===== config.mk =====
export PLATFORM = sky130hd
export DESIGN_NAME = add_mult_sfr
export DESIGN_NICKNAME = d
export VERILOG_FILES = /design/src/rtl/add_mult_sfr.sv
export SDC_FILE = /design/constraint.sdc
export NUM_CORES = 1
export LEC_CHECK = 0
export CORE_MARGIN = 1
export CORE_UTILIZATION = 40
export CTS_CLUSTER_SIZE = 30
export DETAILED_ROUTE_END_ITERATION = 8
export GPL_TIMING_DRIVEN = 1
export MAX_ROUTING_LAYER = met4
export SLEW_MARGIN = 20
export SYNTH_ARGS = -nofsm -noshare
export SYNTH_HDL_FRONTEND = slang
export SYNTH_SLANG_ARGS = --single-unit
export TNS_END_PERCENT = 20

===== constraint.sdc =====
create_clock -name clk -period 6.6 [get_ports clk]
set_clock_uncertainty 0.2 [all_clocks]
set_input_delay 0.99 -clock clk [delete_from_list [all_inputs] [get_ports clk]]
set_output_delay 0.99 -clock clk [all_outputs]
set_load 0.03 [all_outputs]

===== src/rtl/add_mult_sfr.sv =====
// Repeated-addition multiplier SFR: latches A and B on start, then adds A into
// P once per cycle, B times, giving P = A*B mod 2^SIZE with a sticky carry flag.
module add_mult_sfr #(
    parameter int SIZE  = 32,
    parameter int CNT_W = 8
) (
    input  logic             clk,
    input  logic             rst,
    input  logic             clr,
    input  logic             start,
    input  logic [SIZE-1:0]  A,
    input  logic [CNT_W-1:0] B,
    output logic [SIZE-1:0]  P,
    output logic             busy,
    output logic             done,
    output logic             ovf
);

    typedef enum logic [1:0] {
        IDLE = 2'd0,
        RUN  = 2'd1,
        DONE = 2'd2
    } state_t;

    state_t           state;
    state_t           next_state;
    logic [SIZE-1:0]  a_reg;
    logic [CNT_W-1:0] cnt;
    logic [SIZE:0]    sum;

    assign sum  = {1'b0, P} + {1'b0, a_reg};
    assign busy = (state != IDLE);
    assign done = (state == DONE);

    always_ff @(posedge clk or posedge rst) begin
        if (rst) begin
            state <= IDLE;
        end else begin
            state <= next_state;
        end
    end

    // clr overrides everything, including a start arriving in the same cycle.
    always_comb begin
        next_state = state;
        if (clr) begin
            next_state = IDLE;
        end else begin
            case (state)
                IDLE:    if (start) next_state = RUN;
                RUN:     if (cnt == '0) next_state = DONE;
                DONE:    next_state = IDLE;
                default: next_state = IDLE;
            endcase
        end
    end

    always_ff @(posedge clk or posedge rst) begin
        if (rst) begin
            P     <= '0;
            ovf   <= 1'b0;
            cnt   <= '0;
            a_reg <= '0;
        end else if (clr) begin
            P   <= '0;
            ovf <= 1'b0;
            cnt <= '0;
        end else begin
            case (state)
                IDLE: begin
                    if (start) begin
                        a_reg <= A;
                        cnt   <= B;
                        P     <= '0;
                        ovf   <= 1'b0;
                    end
                end
                RUN: begin
                    if (cnt != '0) begin
                        P   <= sum[SIZE-1:0];
                        ovf <= ovf | sum[SIZE];
                        cnt <= cnt - CNT_W'(1);
                    end
                end
                default: ;
            endcase
        end
    end

endmodule


Yosys cells after proc, flatten, opt, wreduce, memory -nomap -nowiden. Cells that the tools add are included.

Memories: 0. Word-level logic and storage cells: 38. Memory bits (writable): 0. Bits in read-only memories: 0. Input port bits: 44. Bits in latches: 0. Flip-flop bits (word level): 75. Output and inout bits: 35.

Equality and inequality tests: 5. Magnitude comparators: 0. Div/mod/pow operators: 0. Shift operators: 0. Reductions and logical operators: 8. Muxes and demuxes: 16. Bitwise gates (word level): 2. Add/subtract/negate cells: 2. $mul: 0.

Operators by type and width (count): $mux 32 (3); $pmux 32 s2 (1); $add 32x32->33 (1); $mux 8 (3); $pmux 8 s2 (1); $ne 3x3->1 const B (3); $logic_not 8->1 (1); $reduce_bool 8->1 (1); $sub 8x1->8 const B (1); $mux 2 (3); $reduce_and 3->1 (2); $pmux 2 s2 (1); $mux 1 (3); $reduce_bool 3->1 (1); $eq 2x1->1 const B (1); $eq 2x2->1 const B (1); $logic_not 2->1 (1); $pmux 1 s2 (1); $reduce_and 2->1 (1); $reduce_bool 2->1 (1); $not 1->1 (1); $or 1x1->1 (1).

Logic depth before layout (Yosys ltp). Gate-level depths: netlist (run 1).

Word-level depth: 5. Gate-level depth with buffers: 10. Gate-level depth less buffers: 10.

Least setup slack after synthesis (run 1). Ideal clock, no wire load.

Path type: reg2reg. Start point: register P[0]. End point: register P[28]. Library setup time: 0.069 ns. Buffers on the path: 0. Slack: 3.783 ns. Cell stages (with the launch flop): 11. Data required time: 6.331 ns. Arrival time: 2.548 ns. Period minus slack after synthesis: 2.817 ns. Cells stage by stage: dfrtp_1 ha_1 inv_1 fa_1 nand2b_1 a21oi_2 o21ai_2 o31ai_4 a31oi_2 or4_1 nand3_1.

Cells in the longest elaborated chain, start to end: 4.

RTL lines: start: declaration (line 13) `output logic [SIZE-1:0] P,`; start signal: assignment (line 80) `P <= sum[SIZE-1:0];`; $add 32x32->33 (line 31) `assign sum = {1'b0, P} + {1'b0, a_reg};`; $mux 32 (line 79) `if (cnt != '0) begin`; $pmux 32 s2 (line 69) `case (state)`; $mux 32 (line 64) `end else if (clr) begin`.

Every way passes these cells. The select of a mux whose other input is x is not followed. A chain may end at the register's enable or synchronous reset.

Worst setup path in the final report (run 1).
Start point: input port clr. End point: register P[22].

Cells in the longest elaborated chain, start to end: 2. Elaborated cells on any way between the ends: 5. Classes of those cells: eq/ne (2); mux (1); reduce/logical (2).

RTL lines: start: declaration (line 9) `input logic clr,`; $ne 3x3->1 (no source line) / $reduce_bool 3->1 (equally long branches); $reduce_and 3->1 (no source line).

Several ways; a longest one is shown, not always the timed one.

==> impl_metrics.ini, run 1 <==
[clocking]
htreeDepth = 3
clk_pin_slew_ps = 50
cts_max_path_buffers = 2
cts.sinks = 75
numCtsBuffers = 9
cts_tree = done
ctsHoldBuffers = 0
post_cts_buffers = 0
cts_root_buffer = clkbuf_16
post_cts_resized = 0
clk_latency_ps = 340

[sta]
slew_violations = 0
post-route-period-util = 0.446
setup_slack_ps = 3650
timing.fmax_mhz = 339
period_minus_slack_ps = 2950
setup_viol = 0
slew_headroom = 0.372
rsz0062_at_grt = no
fin_setup_tns_ps = 0
worst_slew_pin_slew_ps = 941
hold_viol_final = 0

[pwr]
intPower_uw = 1260
powerDensity_mw_per_mm2 = 362
vdd_ir_drop_max_uv = 138
power_switching_uw = 880
power.leakage_uw = 0.00250
p_total_uw = 2140
p_comb_frac = 0.489
p_seq_frac = 0.309
clkPwrFrac = 0.201
swShare = 0.410

[synthesis]
synth_area_per_cell_um2 = 9.27
netlist_area_mm2 = 0.00479
ys_seq_area_frac = 0.392
synth-edff-count = 0
synth_top_area_cell = dfrtp_1
synth.area.top_cells = dfrtp_1 39%, ha_1 8.9%, mux2_2 7.3%
ys_seq_elements = 75
synth_top_area_frac = 0.392
netlist_instances = 517
ys_types = 55
syn_nets = 596
ys.flop_type = dfrtp_1
synthArstFlopShare = 1.00
yosys_warnings = 0

[placement]
gp_congestion = 0.901
dpl_worst_slack_ps = 3300
place_inst = 723
io_buffers = 78
placed_cell_area_mm2 = 0.00568
post-dp-hpwl_um = 8440

[min_path]
min_path_type = reg -> reg
min_from = a_reg[14]$_DFFE_PP0P_

[grt]
top_usage_layer = met2
grt_pass1_wl_um = 19600
gr-total-overflow = 0
grt_max_degree = 76
grt_pass1_vias = 4079
antenna_found_initial = 0
grt_util_met1 = 0.275
grt.met3_usage = 0.0343
grtUsageTotal = 0.205
grt_util_met2 = 0.305

[finish]
layout_commonest_cell = clkdlybuf4s50_1
antenna_cells = 0
multi_input_area_mm2 = 0.00276
final_cell_mix = 78 x clkdlybuf4s50_1, 75 x dfrtp_1, 59 x nand2_1, 59 x o21ai_0, 48 x a21oi_1
fillerInstances = 1098
fin_nets = 670
syn2layout_area_growth_pct = 23.7
layout-drive-gt1-share = 0.0995
stdcell_area_mm2 = 0.00593
fin_cells = 736
regArea_mm2 = 0.00188

[die]
start_util = 0.414
io_pins = 79
die_h_um = 111
die_w_um = 111
die_area_mm2 = 0.0124
rows = 39
coreArea_mm2 = 0.0116

[route]
wl_per_cell_um = 15.4
drt-pass1-iter-count = 7
routed_via_density = 5.46
drt_iter0_drc = 244
ant_nets = 0
drc_errors = 7
vias = 4021
wirelength_um = 11400

[outcome]
status = complete, but fails checks
violations = design-rule violations

[setup_path]
crit_path_end_kind = register
worstSetupPathType = in -> reg
cp_max_fo = 34
worstReg2RegStart = P[0]$_DFFE_PP0P_
crit_required_ps = 6620
start_kind = primary input
crit_path_start = clr
arrival_ps = 2970

[flow_run]
drv_cap = 0
-- Yosys cell counts (all sizes together) (2+ instances only) --
library cell	count
dfrtp	75
o21ai	63
nand2	59
a21oi	49
ha	34
mux2	31
nor2	31
xor2	16
inv	13
nand3	13
clkbuf	12
nor3	11
nand4	10
nand2b	9
xnor2	9
a211oi	7
a21o	7
o211ai	7
buf	6
nor2b	5
a31oi	4
and2	4
o21bai	4
o31ai	4
a22oi	3
nand3b	3
nor3b	3
or4	3
a22o	2
and3	2
mux2i	2
o221ai	2
or2b	2
or3	2
-- power by group through the flow --
stage	sequential, uW	combinational (uW)	clock, uW
CTS	665	1050	445
global route	680	1170	465
finish	664	1050	432
floorplan	732	695	0
detailed placement	673	1040	0
global placement	670	1020	0
-- area by class of cell --
class / count / area share
Clock buffer: 13 / 0.0422
Inverter: 13 / 0.00823
Multi-Input combinational cell: 410 / 0.466
Sequential cell: 75 / 0.317
Tap cell: 143 / 0.0302
Timing Repair Buffer: 82 / 0.137
-- path summary, 6_finish.rpt --
check,endpoint,slack (ps),cells past startpoint
setup / recovery,P[22]$_DFFE_PP0P_,3650,7
hold / removal,a_reg[14]$_DFFE_PP0P_,310,1
setup reg to reg,P[28]$_DFFE_PP0P_,3660,10
hold reg to reg,a_reg[14]$_DFFE_PP0P_,310,1
max in group asynchronous,a_reg[17]$_DFFE_PP0P_,4540,3
min in group asynchronous,cnt[4]$_DFFE_PP0P_,1060,3
-- layer usage --
| layer | wire length (um) | part of all wire |
|---|---|---|
| met5 | 0 | 0 |
| met4 | 228 | 0.020 |
| met3 | 487 | 0.043 |
| met2 | 5100 | 0.45 |
| met1 | 5540 | 0.49 |
-- stage by stage --
stage,hold slack [ps],utilization
5_1_grt,337,0.512
3_3_place_gp,303,0.491
3_5_place_dp,307,0.491
2_1_floorplan,264,-
4_1_cts,319,0.512
6_report,313,0.512
-- worst max-delay path, cell delays in order --
cell and delay (ps):
clkdlybuf4s50_1 630, nand2b_1 370, nand2b_1 150, buf_4 320, or3_1 160, mux2i_1 60, a211o_1 270
-- cells by family (layout without fill, tap and decap cells) --
| family | after synthesis | count (layout) | share of synthesized area |
|---|---|---|---|
| compound gates | 157 | 157 | 0.198 |
| xor+xnor | 25 | 25 | 0.0457 |
| fa+ha+maj | 35 | 35 | 0.0930 |
| buf+inv | 32 | 108 | 0.0340 |
| flops | 75 | 75 | 0.392 |
| mux | 33 | 33 | 0.0770 |
| simple gates | 160 | 160 | 0.161 |
Power figures use the tool's default switching activity.
==> run 2, diff against run 1 <==
==> constraint.sdc (replaced) <==
create_clock -name clk -period 3 [get_ports clk]
set_clock_uncertainty 0.2 [all_clocks]
set_input_delay 0.45 -clock clk [delete_from_list [all_inputs] [get_ports clk]]
set_output_delay 0.45 -clock clk [all_outputs]
set_load 0.03 [all_outputs]
==> run 2 against run 1 <==
Compared with the run above:
- the flow still finishes with violations (design-rule violations)
- die area unchanged
- sequential power is 120% higher
- worst hold slack worse by 7.6 ps
- design area grew 2.0%
- largest cell class unchanged
- largest power group unchanged
==> impl_metrics.ini, run 2 (synthesis results as in run 1) <==
[outcome]
status = complete, but fails checks
violations = design-rule violations

[finish]
multi_input_area_mm2 = 0.00277
syn2layout_area_growth_pct = 26.1
antenna_cells = 0
fin_nets = 676
regArea_mm2 = 0.00188
layout-drive-gt1-share = 0.115
fillerInstances = 1113
layout_commonest_cell = clkdlybuf4s50_1
final_cell_mix = 78 x clkdlybuf4s50_1, 75 x dfrtp_1, 59 x nand2_1, 59 x o21ai_0, 48 x a21oi_1

[clocking]
clk_pin_slew_ps = 60
numCtsBuffers = 9
cts_root_buffer = clkbuf_16
clk_latency_ps = 340
post_cts_buffers = 0
htreeDepth = 3
cts_max_path_buffers = 2
cts.sinks = 75
cts_tree = done

[grt]
grt_max_degree = 76
grt_pass1_vias = 4109
grtUsageTotal = 0.204
antenna_found_initial = 0
gr-total-overflow = 0
grt_pass1_wl_um = 19800

[setup_path]
r2r_end = P[28]$_DFFE_PP0P_
ff2ff_path_depth = 10
cp_cell_sequence = ha_1 -> inv_1 -> fa_1 -> nand2b_1 -> a21oi_4 -> o21ai_2 -> o31ai_4 -> a31oi_2 -> or4_1 -> nand3_1
arrival_ps = 2900
crit_cells = 10
reg2reg_slack_ps = 180
cp_slowest_stage_delay_ps = 500
start_kind = register
worstReg2RegStart = P[0]$_DFFE_PP0P_
worstSetupPathType = reg -> reg
cp_num_buf_inv = 1
crit_required_ps = 3080
crit_path_end_kind = register
cp_max_fo = 4
cp_slowest_cell = or4_1
cp_top_family = simple AND/OR/NAND/NOR gates
cp-endpoint = P[28]$_DFFE_PP0P_
crit_path_start = P[0]$_DFFE_PP0P_

[sta]
timing.fmax_mhz = 354
slew_violations = 0
hold_viol_final = 0
period_minus_slack_ps = 2820
post-route-period-util = 0.941
rsz0062_at_grt = no
worst_slew_pin_slew_ps = 493
setup_viol = 0
fin_setup_tns_ps = 0
slew_headroom = 0.671

[route]
wl_per_cell_um = 15.3
ant_nets = 0
wirelength_um = 11400
drc_errors = 6
drt-pass1-iter-count = 7
drt_iter0_drc = 200
routed_via_density = 5.51
vias = 4095

[flow_run]
drv_cap = 0

[pwr]
p_total_uw = 4880
powerDensity_mw_per_mm2 = 807
vdd_ir_drop_max_uv = 290
power.leakage_uw = 0.00256

[placement]
post-dp-hpwl_um = 8650
gp_congestion = 0.917
io_buffers = 78

[die]
start_util = 0.414
io_pins = 79
die_area_mm2 = 0.0124
die_w_um = 111
rows = 39
coreArea_mm2 = 0.0116
die_h_um = 111

[min_path]
min_path_type = reg -> reg
==> run 2: area by class of cell <==
| type | count | area share |
|---|---|---|
| clock buffer | 12 | 0.0441 |
| clock inverter | 2 | 0.00580 |
| inverter | 13 | 0.00808 |
| multi-input combinational | 410 | 0.458 |
| sequential | 75 | 0.311 |
| tap | 143 | 0.0296 |
| timing repair buffer | 88 | 0.144 |
==> run 2: layer usage <==
metal / routed length, um / up-vias / share of wire / global-route usage
li1: - / 2034 / - / -
met1: 5610 / 1954 / 0.49 / 0.272
met2: 5150 / 91 / 0.45 / 0.310
met3: 408 / 16 / 0.036 / 0.0321
met4: 223 / 0 / 0.020 / 0.0847
met5: 0 / - / 0 / -
==> run 2: worst min path at each step <==
stage | from | slack [ps] | end | cells past startpoint
after CTS | cnt[0]$_DFFE_PP0P_ | 310 | cnt[0]$_DFFE_PP0P_ | 1
after detailed placement | cnt[0]$_DFFE_PP0P_ | 300 | cnt[0]$_DFFE_PP0P_ | 1
final | cnt[0]$_DFFE_PP0P_ | 310 | cnt[0]$_DFFE_PP0P_ | 1
after floorplan | cnt[1]$_DFFE_PP0P_ | 260 | cnt[1]$_DFFE_PP0P_ | 2
after global routing | a_reg[17]$_DFFE_PP0P_ | 330 | a_reg[17]$_DFFE_PP0P_ | 1
after global placement | cnt[1]$_DFFE_PP0P_ | 290 | cnt[1]$_DFFE_PP0P_ | 2
==> run 2: worst register-to-register path, stage by stage, from the launching register on <==
cell and delay [ps]:
dfrtp_1 360, ha_1 190, inv_1 60, fa_1 390, nand2b_1 210, a21oi_4 180, o21ai_2 100, o31ai_4 270
a31oi_2 200, or4_1 500, nand3_1 100
==> run 2: per-stage QoR <==
step                      utilization  setup slack (ps)  hold WS (ps)  cells  cell area [um^2]
final                           0.522               176           305    743              6040
after global routing            0.522              20.9           333    743              6040
after CTS                       0.522               149           308    743              6030
after detailed placement        0.496               168           302    729              5730
after global placement          0.496               238           287    729              5730
after floorplan                     -               183           264    517              4790
==> run 2: timing repair <==
| item | 4_1_cts | 5_1_grt |
|---|---|---|
| gates resized for setup | 0 | 1 |
| hold endpoints to repair | 0 | 0 |
| hold buffers | 0 | 0 |
| endpoints found under the setup margin | 0 | 1 |
==> run 2: power by group <==
| part | leakage (uW) | total [uW] | switching [uW] | internal (uW) |
|---|---|---|---|---|
| clock network | 0.000151 | 1090 | 394 | 700 |
| logic | 0.00145 | 2330 | 1360 | 964 |
| registers | 0.000959 | 1460 | 195 | 1260 |
| total | 0.00256 | 4880 | 1950 | 2930 |
==> run 3, diff against run 2 <==
--- a/config.mk
+++ b/config.mk
@@ -5,6 +5,7 @@
 export SDC_FILE = /design/constraint.sdc
 export NUM_CORES = 1
 export LEC_CHECK = 0
+export CAP_MARGIN = 30
 export CORE_MARGIN = 1
 export CORE_UTILIZATION = 40
 export CTS_CLUSTER_SIZE = 30
==> constraint.sdc (replaced) <==
create_clock -name clk -period 3 [get_ports clk]
set_clock_uncertainty 0.2 [all_clocks]
set_input_delay 0.45 -clock clk [delete_from_list [all_inputs] [get_ports clk]]
set_output_delay 0.45 -clock clk [all_outputs]
set_load 0.1 [all_outputs]
==> run 3 against run 2 <==
Compared with the run above:
- the run still ends with design-rule violations left
- power rose by 8.5%
- setup slack improved by 25 ps
- combinational power rose by 21%
- design area fell by 1.4%
- register-to-register slack improved by 30 ps
- largest cell class unchanged
- first-iteration DRC count rose by 8.0%
- via count fell by 0.71%
- highest routed layer unchanged
==> impl_metrics.ini, run 3 (synthesis results as in run 1) <==
[pwr]
power.leakage_uw = 0.00262
vdd_ir_drop_max_uv = 424
powerDensity_mw_per_mm2 = 888

[outcome]
status = complete, but fails checks
violations = design-rule violations

[die]
io_pins = 79
rows = 39
die_h_um = 111
die_area_mm2 = 0.0124
die_w_um = 111
coreArea_mm2 = 0.0116
start_util = 0.414

[route]
drc_errors = 6
drt_iter0_drc = 216
vias = 4066
ant_nets = 0
wirelength_um = 11600
drt-pass1-iter-count = 6
wl_per_cell_um = 15.5
routed_via_density = 5.44

[sta]
worst_slew_pin_slew_ps = 504
slew_headroom = 0.661
period_minus_slack_ps = 2800
rsz0062_at_grt = no
fin_setup_tns_ps = 0
timing.fmax_mhz = 357
slew_violations = 0
hold_viol_final = 0
setup_viol = 0
post-route-period-util = 0.933

[clocking]
ctsHoldBuffers = 0
clk_pin_slew_ps = 50
cts.sinks = 75
cts_tree = done
cts_max_path_buffers = 2
numCtsBuffers = 9
post_cts_buffers = 0
cts_root_buffer = clkbuf_16
post_cts_resized = 0
clk_latency_ps = 340
htreeDepth = 3

[setup_path]
cp_max_fo = 4
crit_required_ps = 3080
worstReg2RegStart = P[0]$_DFFE_PP0P_
crit_path_end_kind = register
worstSetupPathType = reg -> reg
start_kind = register
crit_path_start = P[0]$_DFFE_PP0P_
arrival_ps = 2870
reg2reg_slack_ps = 200

[finish]
layout-drive-gt1-share = 0.180
final_cell_mix = 73 x dfrtp_1, 59 x nand2_1, 59 x o21ai_0
antenna_cells = 0
fin_nets = 679
syn2layout_area_growth_pct = 24.3
layout_commonest_cell = dfrtp_1
fin_cells = 748
fillerInstances = 1082

[placement]
gp_congestion = 0.944
io_buffers = 78
place_inst = 732
post-dp-hpwl_um = 9060

[grt]
grt_max_degree = 30
antenna_found_initial = 0
grtUsageTotal = 0.206
gr-total-overflow = 0
grt_pass1_vias = 4031
grt_pass1_wl_um = 19700

[min_path]
min_path_type = in -> async

[flow_run]
drv_cap = 0
## run 3: cell types whose count changed in the layout (fill, tap and decap cells not counted), sizes merged
| cell | before | now |
|---|---|---|
| bufinv | 1 | 0 |
| buf | 10 | 48 |
| clkbuf | 12 | 14 |
| clkinv | 1 | 2 |
| clkdlybuf4s50 | 78 | 43 |
## run 3: power by group
| group | internal, uW | leakage (uW) | switching [uW] | total [uW] |
|---|---|---|---|---|
| Sequential | 1260 | 0.000956 | 199 | 1460 |
| Clock | 602 | 0.000137 | 396 | 999 |
| Combinational | 930 | 0.00153 | 1900 | 2830 |
## run 3: cell type report
cell class / instances / area [um^2] / area share
Tap cell: 143 / 179 / 0.0300
Inverter: 13 / 48.8 / 0.00819
Clock inverter: 2 / 10.0 / 0.00168
Multi-Input combinational cell: 410 / 2770 / 0.465
Clock buffer: 14 / 264 / 0.0443
Sequential cell: 75 / 1880 / 0.315
Timing Repair Buffer: 91 / 803 / 0.135
## run 3: metal layers
layer  up-vias  track usage  wire length [um]
met1      1927        0.253              5320
met2        84        0.329              5570
met4         0       0.0766               229
met5         -            -                 0
li1       2036            -                 -
met3        19       0.0474               474
## run 3: final timing paths
path | end | depth (start not counted)
worst max-delay path | P[28]$_DFFE_PP0P_ | 10
worst min-delay path | P[5]$_DFFE_PP0P_ | 2
worst max register to register | P[28]$_DFFE_PP0P_ | 10
worst min register to register | cnt[1]$_DFFE_PP0P_ | 2
max in group asynchronous | a_reg[28]$_DFFE_PP0P_ | 3
min in group clk | cnt[1]$_DFFE_PP0P_ | 2
## run 3: through the flow
step | hold WS (ps) | util | setup slack, ps | power (uW) | area (um^2)
finish | 249 | 0.515 | 201 | 5290 | 5960
global route | 280 | 0.515 | 75.6 | 5670 | 5960
detailed placement | 304 | 0.491 | 198 | 4310 | 5680
global placement | 282 | 0.491 | 259 | 4280 | 5680
CTS | 256 | 0.515 | 174 | 5340 | 5960
floorplan | 264 | - | 9.65 | 3680 | 4810
## run 3: critical path: stages, from the launching register on
cell      delay [ps]
dfrtp_2          390
ha_4             140
inv_1             40
fa_1             390
nand2b_1         190
a21oi_2          210
o21ai_2          110
o31ai_4          260
a31oi_2          200
or4_1            490
nand3_1           90
